## src/rtl/load_align_unit_pkg.sv

```systemverilog
// -----------------------------------------------------------------------------
// load_align_unit_pkg
//   Shared types for the load alignment path.
//   - mem_op_enum     : load operation type, same encoding the MEM stage uses.
//   - load_state_enum : states of the load_align_unit sequencer.
//   - op_info_t       : access size in bytes plus a sign-extend flag.
//   - op_info()       : maps a mem_op_enum to its op_info_t (MEM_NO -> size 0).
// -----------------------------------------------------------------------------
package load_align_unit_pkg;

    typedef enum logic [2:0] {
        MEM_NO = 3'd0,
        MEM_B  = 3'd1,
        MEM_H  = 3'd2,
        MEM_W  = 3'd3,
        MEM_D  = 3'd4,
        MEM_UB = 3'd5,
        MEM_UH = 3'd6,
        MEM_UW = 3'd7
    } mem_op_enum;

    typedef enum logic [2:0] {
        ST_IDLE  = 3'd0,
        ST_REQ0  = 3'd1,
        ST_WAIT0 = 3'd2,
        ST_REQ1  = 3'd3,
        ST_WAIT1 = 3'd4,
        ST_RESP  = 3'd5
    } load_state_enum;

    typedef struct packed {
        logic [3:0] size;
        logic       is_signed;
    } op_info_t;

    function automatic op_info_t op_info(input mem_op_enum op);
        op_info_t r;
        r.size      = 4'd0;
        r.is_signed = 1'b0;
        case (op)
            MEM_B:   begin r.size = 4'd1; r.is_signed = 1'b1; end
            MEM_H:   begin r.size = 4'd2; r.is_signed = 1'b1; end
            MEM_W:   begin r.size = 4'd4; r.is_signed = 1'b1; end
            MEM_D:   begin r.size = 4'd8; r.is_signed = 1'b1; end
            MEM_UB:  r.size = 4'd1;
            MEM_UH:  r.size = 4'd2;
            MEM_UW:  r.size = 4'd4;
            default: r.size = 4'd0;
        endcase
        return r;
    endfunction

endpackage

```

## src/rtl/load_extract.sv

```systemverilog
// -----------------------------------------------------------------------------
// load_extract
//   Combinational byte extraction and extension for a load that may span two
//   memory words. The two beats are concatenated {beat1, beat0}, shifted right
//   by offset bytes, truncated to size bytes and then sign- or zero-extended.
//
//   Ports:
//     beat0     in  XLEN   first (lower-address) memory word
//     beat1     in  XLEN   second memory word, zero when the load is not split
//     offset    in  log2(XLEN/8)  byte offset of the load inside beat0
//     size      in  4      access size in bytes (0 yields a zero result)
//     is_signed in  1      replicate the top accessed bit into the upper bits
//     data      out XLEN   extended result
// -----------------------------------------------------------------------------
module load_extract #(
    parameter int XLEN = 64
) (
    input  logic [XLEN-1:0]           beat0,
    input  logic [XLEN-1:0]           beat1,
    input  logic [$clog2(XLEN/8)-1:0] offset,
    input  logic [3:0]                size,
    input  logic                      is_signed,
    output logic [XLEN-1:0]           data
);

    logic [2*XLEN-1:0] window;
    logic [XLEN-1:0]   low;
    logic [XLEN-1:0]   mask;
    logic [XLEN-1:0]   top_bit;
    logic              sign;

    always_comb begin
        window = {beat1, beat0} >> {offset, 3'b000};
        low    = window[XLEN-1:0];
        mask   = '0;
        for (int i = 0; i < XLEN; i++) begin
            mask[i] = (i < 8 * int'(size));
        end
        // Highest set bit of the mask marks the sign bit of the accessed field;
        // this avoids a variable bit-select that could run past XLEN.
        top_bit = mask & ~(mask >> 1);
        sign    = is_signed && (|(low & top_bit));
        data    = (low & mask) | (sign ? ~mask : '0);
    end

endmodule

```

## src/rtl/load_align_unit.sv

```systemverilog
// -----------------------------------------------------------------------------
// load_align_unit
//   Load path between the MEM stage and the data-memory port. Accepts one load,
//   fetches the aligned word (two words when the access straddles a word
//   boundary), then extracts and extends the requested bytes.
//
//   Optional build macro: MISALIGN_TRAP_EN
//     defined   : a load with addr mod size != 0 issues no memory beat and
//                 returns resp_fault=1, resp_data=0.
//     undefined : misaligned loads are serviced, split across two beats if
//                 needed.
//
//   Handshakes: every interface uses valid/ready. A transfer happens on a
//   rising clock edge where both valid and ready are high; a source holds
//   valid and its payload unchanged until that edge, and never drops valid
//   before the transfer.
//
//   Ports:
//     clk, rst        core clock, asynchronous active-high reset
//     req_valid/ready load request handshake (ready only while IDLE)
//     req_addr        byte address of the load
//     req_op          load type (mem_op_enum)
//     mem_req_*       word-aligned read request to data memory
//     mem_resp_*      read data returned by memory (no ready; always taken)
//     resp_valid/ready result handshake
//     resp_data       extended load result
//     resp_split      result needed two memory beats
//     resp_fault      illegal op (MEM_D at XLEN=32) or trapped misalignment
//     dbg_state       current sequencer state
// -----------------------------------------------------------------------------
module load_align_unit
    import load_align_unit_pkg::*;
#(
    parameter int XLEN   = 64,
    parameter int ADDR_W = 64
) (
    input  logic              clk,
    input  logic              rst,
    input  logic              req_valid,
    output logic              req_ready,
    input  logic [ADDR_W-1:0] req_addr,
    input  mem_op_enum        req_op,
    output logic              mem_req_valid,
    input  logic              mem_req_ready,
    output logic [ADDR_W-1:0] mem_req_addr,
    input  logic              mem_resp_valid,
    input  logic [XLEN-1:0]   mem_resp_data,
    output logic              resp_valid,
    input  logic              resp_ready,
    output logic [XLEN-1:0]   resp_data,
    output logic              resp_split,
    output logic              resp_fault,
    output load_state_enum    dbg_state
);

    localparam int WB    = XLEN / 8;
    localparam int OFF_W = $clog2(WB);

    load_state_enum    state_q;
    logic [ADDR_W-1:0] base_q;
    logic [OFF_W-1:0]  off_q;
    logic [3:0]        size_q;
    logic              signed_q;
    logic              split_q;
    logic [XLEN-1:0]   beat0_q;

    op_info_t          req_info;
    logic [OFF_W-1:0]  req_off;
    logic [ADDR_W-1:0] req_base;
    logic [4:0]        req_span;
    logic              req_split;
    logic              req_illegal;
    logic              req_misalign;
    logic              req_skip;

    logic [XLEN-1:0]   ext_beat0;
    logic [XLEN-1:0]   ext_beat1;
    logic [XLEN-1:0]   ext_data;

    assign dbg_state = state_q;

    always_comb begin
        req_info    = op_info(req_op);
        req_off     = req_addr[OFF_W-1:0];
        req_base    = {req_addr[ADDR_W-1:OFF_W], {OFF_W{1'b0}}};
        req_illegal = (XLEN == 32) && (req_op == MEM_D);
        req_span    = 5'(req_off) + 5'(req_info.size);
        req_split   = req_span > 5'(WB);
`ifdef MISALIGN_TRAP_EN
        // Sizes are powers of two, so addr mod size is the low size-1 bits.
        req_misalign = (req_info.size != 4'd0) &&
                       ((req_addr[3:0] & (req_info.size - 4'd1)) != 4'd0);
`else
        req_misalign = 1'b0;
`endif
        req_skip = (req_op == MEM_NO) || req_illegal || req_misalign;

        // The result is registered on the cycle the last beat arrives, so the
        // arriving word is fed straight into the extractor. A single-beat load
        // sees an all-zero upper word.
        ext_beat0 = (state_q == ST_WAIT0) ? mem_resp_data : beat0_q;
        ext_beat1 = (state_q == ST_WAIT1) ? mem_resp_data : '0;
    end

    load_extract #(
        .XLEN (XLEN)
    ) u_extract (
        .beat0     (ext_beat0),
        .beat1     (ext_beat1),
        .offset    (off_q),
        .size      (size_q),
        .is_signed (signed_q),
        .data      (ext_data)
    );

    always_ff @(posedge clk or posedge rst) begin
        if (rst) begin
            state_q       <= ST_IDLE;
            base_q        <= '0;
            off_q         <= '0;
            size_q        <= '0;
            signed_q      <= 1'b0;
            split_q       <= 1'b0;
            beat0_q       <= '0;
            req_ready     <= 1'b0;
            mem_req_valid <= 1'b0;
            mem_req_addr  <= '0;
            resp_valid    <= 1'b0;
            resp_data     <= '0;
            resp_split    <= 1'b0;
            resp_fault    <= 1'b0;
        end else begin
            case (state_q)
                ST_IDLE: begin
                    req_ready <= 1'b1;
                    if (req_valid && req_ready) begin
                        req_ready <= 1'b0;
                        base_q    <= req_base;
                        off_q     <= req_off;
                        size_q    <= req_info.size;
                        signed_q  <= req_info.is_signed;
                        split_q   <= req_split;
                        beat0_q   <= '0;
                        if (req_skip) begin
                            state_q    <= ST_RESP;
                            resp_valid <= 1'b1;
                            resp_data  <= '0;
                            resp_split <= 1'b0;
                            resp_fault <= req_illegal || req_misalign;
                        end else begin
                            state_q       <= ST_REQ0;
                            mem_req_valid <= 1'b1;
                            mem_req_addr  <= req_base;
                        end
                    end
                end

                ST_REQ0: begin
                    if (mem_req_ready) begin
                        mem_req_valid <= 1'b0;
                        state_q       <= ST_WAIT0;
                    end
                end

                ST_WAIT0: begin
                    if (mem_resp_valid) begin
                        beat0_q <= mem_resp_data;
                        if (split_q) begin
                            state_q       <= ST_REQ1;
                            mem_req_valid <= 1'b1;
                            mem_req_addr  <= base_q + ADDR_W'(WB);
                        end else begin
                            state_q    <= ST_RESP;
                            resp_valid <= 1'b1;
                            resp_data  <= ext_data;
                            resp_split <= 1'b0;
                            resp_fault <= 1'b0;
                        end
                    end
                end

                ST_REQ1: begin
                    if (mem_req_ready) begin
                        mem_req_valid <= 1'b0;
                        state_q       <= ST_WAIT1;
                    end
                end

                ST_WAIT1: begin
                    if (mem_resp_valid) begin
                        state_q    <= ST_RESP;
                        resp_valid <= 1'b1;
                        resp_data  <= ext_data;
                        resp_split <= 1'b1;
                        resp_fault <= 1'b0;
                    end
                end

                ST_RESP: begin
                    if (resp_ready) begin
                        state_q    <= ST_IDLE;
                        resp_valid <= 1'b0;
                        resp_data  <= '0;
                        resp_split <= 1'b0;
                        resp_fault <= 1'b0;
                        req_ready  <= 1'b1;
                    end
                end

                default: begin
                    state_q <= ST_IDLE;
                end
            endcase
        end
    end

endmodule

```

## config.mk

```make
export PLATFORM = sky130hd
export DESIGN_NAME = load_align_unit
export DESIGN_NICKNAME = d
export VERILOG_FILES = /design/src/rtl/load_align_unit_pkg.sv /design/src/rtl/load_extract.sv /design/src/rtl/load_align_unit.sv
export SDC_FILE = /design/constraint.sdc
export NUM_CORES = 1
export LEC_CHECK = 0
export ABC_AREA = 1
export CORE_MARGIN = 4
export CORE_UTILIZATION = 55
export CTS_CLUSTER_DIAMETER = 60
export DETAILED_ROUTE_END_ITERATION = 6
export GPL_ROUTABILITY_DRIVEN = 0
export PLACE_DENSITY = 0.81
export RECOVER_POWER = 50
export SKIP_CTS_REPAIR_TIMING = 1
export SYNTH_ARGS = -nofsm -noshare
export SYNTH_HDL_FRONTEND = slang
export SYNTH_HIERARCHICAL = 1
export SYNTH_SLANG_ARGS = --single-unit
```

## constraint.sdc

```tcl
create_clock -name clk -period 13.3 [get_ports clk]
set_input_delay 3.325 -clock clk [delete_from_list [all_inputs] [get_ports clk]]
set_output_delay 3.325 -clock clk [all_outputs]
set_load 0.01 [all_outputs]
```

==> metrics.md <==
| Metric | Value |
|---|---|
| Clock skew | `9.98 ps` |
| Die area | `0.0358 mm2` |
| Mapped Area | `0.0181 mm2` |
| Global routing's busiest layer | `met2` |
| Ports | `273` |
| GRT overflow | `0` |
| Die Span Y | `189 um` |
| Routed len/inst | `18.6 um` |
| Crit Path Max Fanout | `108` |
| Port bufs | `268` |
| Crit start category | `input pin` |
| CTS max path bufs | `3` |
| Initial Util | `55.7%` |
| Row cnt | `66` |
| Area delta synth->final | `20.5%` |
| Status | `finished, violations left` |
| Total track usage | `33.6%` |
| Crit Path Category | `input pin to flip-flop` |
| Post-DRT Antenna Nets | `0` |
| Hold WS | `469 ps` |
| Pwr per Cell Area | `250 mW/mm2` |
| Layout cells sized above 1 | `6.26%` |
| Syn avg cell area | `6.60 um2` |
| Final Core Density | `67.1%` |
| Post-DP HPWL | `45.5 mm` |
| Synth Instances | `2736` |
| FF-to-FF setup slack | `6960 ps` |
| Met2 usage | `52.2%` |
| Fillers | `2832` |
| Initial antenna violation count | `3` |
| Fin worst setup slack | `5600 ps` |
| Layout Nets | `3025` |
| Cts bufs inserted | `30` |
| GR Util met1 | `43.1%` |
| WP data arrival | `8130 ps` |
| Final non-filler cell total | `3351` |
| # setup viols final | `0` |
| Failing checks | `design-rule violations, max-capacitance violations, max-slew violations` |
| Slew Viols, Final | `220` |
| DR DRC count | `1` |
| Total negative slack | `0 ps` |
| Max-slew headroom | `-224%` |
| Via count | `19700` |
| Core region area | `0.0325 mm2` |
| Vias per cell | `5.86` |
| Final hold violations | `0` |
| CTS tree | `done` |
| Register area | `0.00666 mm2` |
| Largest net degree at the start of global routing | `132` |
| DRT Pass-1 Iters | `7` |
| GR Util met3 | `6.07%` |
| Die X | `189 um` |
| Slew @ Worst Pin | `4860 ps` |
| Vias in the first global route | `18300` |
| Period utilization | `57.9%` |
| CTS Sinks | `266` |
| Root buf cell | `clkbuf_16` |
| Tmin final | `7700 ps` |
| Worst slack, placed | `7010 ps` |
| Unrepaired setup endpoints after global routing | `false` |
| Max_cap viols | `2` |
| Area of the multi-input gates | `0.00976 mm2` |
| Clock transition at path regs | `60 ps` |
| Number of instances in the placed design | `3293` |
| Critical Path RT | `13730 ps` |
| H-tree Lvls | `1` |
| Max Freq | `0.130 GHz` |
| Detailed router's first-iteration violation count | `2864` |
| Insertion delay to the later sink of the worst-skew pair | `580 ps` |
| Worst IR drop on VDD | `0.200 mV` |
| First-pass GRT wire length | `97.3 mm` |
| Leak | `9.95 nW` |
| Total Routed Length | `62.4 mm` |
| Syn. warnings | `6` |
| Worst hold path type | `flip-flop to flip-flop` |
| Critical path endpoint category | `flip-flop` |
[path summary, 6_finish.rpt]
path                                              start                           end  depth (start not counted)
setup reg to reg               dbg_state[0]$_DFFE_PP0P_        base_q[38]$_DFFE_PP0P_                          8
hold / removal             mem_req_addr[37]$_DFFE_PP0P_  mem_req_addr[37]$_DFFE_PP0P_                          2
hold reg to reg            mem_req_addr[37]$_DFFE_PP0P_  mem_req_addr[37]$_DFFE_PP0P_                          2
min in group asynchronous                           rst  mem_req_addr[10]$_DFFE_PP0P_                          2
max in group asynchronous                           rst          off_q[0]$_DFFE_PP0P_                          3
setup / recovery                              req_valid        base_q[38]$_DFFE_PP0P_                          6
[through the flow]
| step | area [um2] | power [mW] |
|---|---|---|
| 2_1_floorplan | 18100 | 3.52 |
| 3_3_place_gp | 20700 | 4.41 |
| 3_5_place_dp | 20700 | 4.48 |
| 4_1_cts | 21800 | 5.43 |
| 5_1_grt | 21800 | 5.82 |
| 6_report | 21800 | 5.44 |
[placed cells by master, fill, tap and decap left out, types with 3 or more instances in the layout]
master	instances
mux2i_1	24
nand3_1	130
o211ai_1	9
xnor2_1	5
inv_1	211
dlygate4sd3_1	124
clkinv_4	3
clkbuf_8	7
ha_1	4
nand2_4	3
bufinv_16	6
nor3_1	6
o31ai_1	65
dfrtp_1	264
a21oi_1	130
o21ai_0	372
clkinv_2	4
a31oi_1	4
nand3_4	8
nand3_2	4
nor2_1	304
conb_1	4
inv_2	10
a211oi_1	3
clkdlybuf4s50_1	144
clkbuf_16	30
nand4_1	17
buf_4	15
clkbuf_1	3
o21ai_1	80
nand2_1	809
o221a_2	3
xor2_1	8
nand2_2	68
[layer usage]
metal  routed length (um)  up-vias
li1                     -     9185
met1                23400     8918
met2                27200     1260
met3                 6670      284
met4                 5180        4
met5                   27        -
[sequential cells by signal, summed over array words and instances, names as in the netlist]
name and cells:
beat0_q 64, mem_req_addr 61, req_ready 1, resp_valid 1, signed_q 1, mem_req_valid 1
split_q 1, off_q 3, base_q 61, resp_split 1, resp_data 64, dbg_state 3
size_q 4
[final cells by class]
cell class	count	area share [%]
Sequential cell	266	30.6
Timing Repair Buffer	284	12.9
Multi-Input combinational cell	2075	44.8
Clock buffer	39	3.92
Tap cell	442	2.54
Inverter	226	3.96
Clock inverter	17	1.28
Antenna cell	2	0.0230
[power breakdown]
part / switching (mW) / internal (mW) / total [mW]
Clock: 0.363 / 0.573 / 0.936
Sequential: 0.308 / 1.20 / 1.50
Combinational: 2.01 / 0.993 / 3.00
Total: 2.68 / 2.76 / 5.44
[critical path: stages]
cell and delay, ps:
dlygate4sd3_1 520, nand2_1 70, nor2_1 250, clkbuf_1 2970, nand2_1 680, o21ai_0 260
No activity file was read; power rests on OpenSTA's default activity.
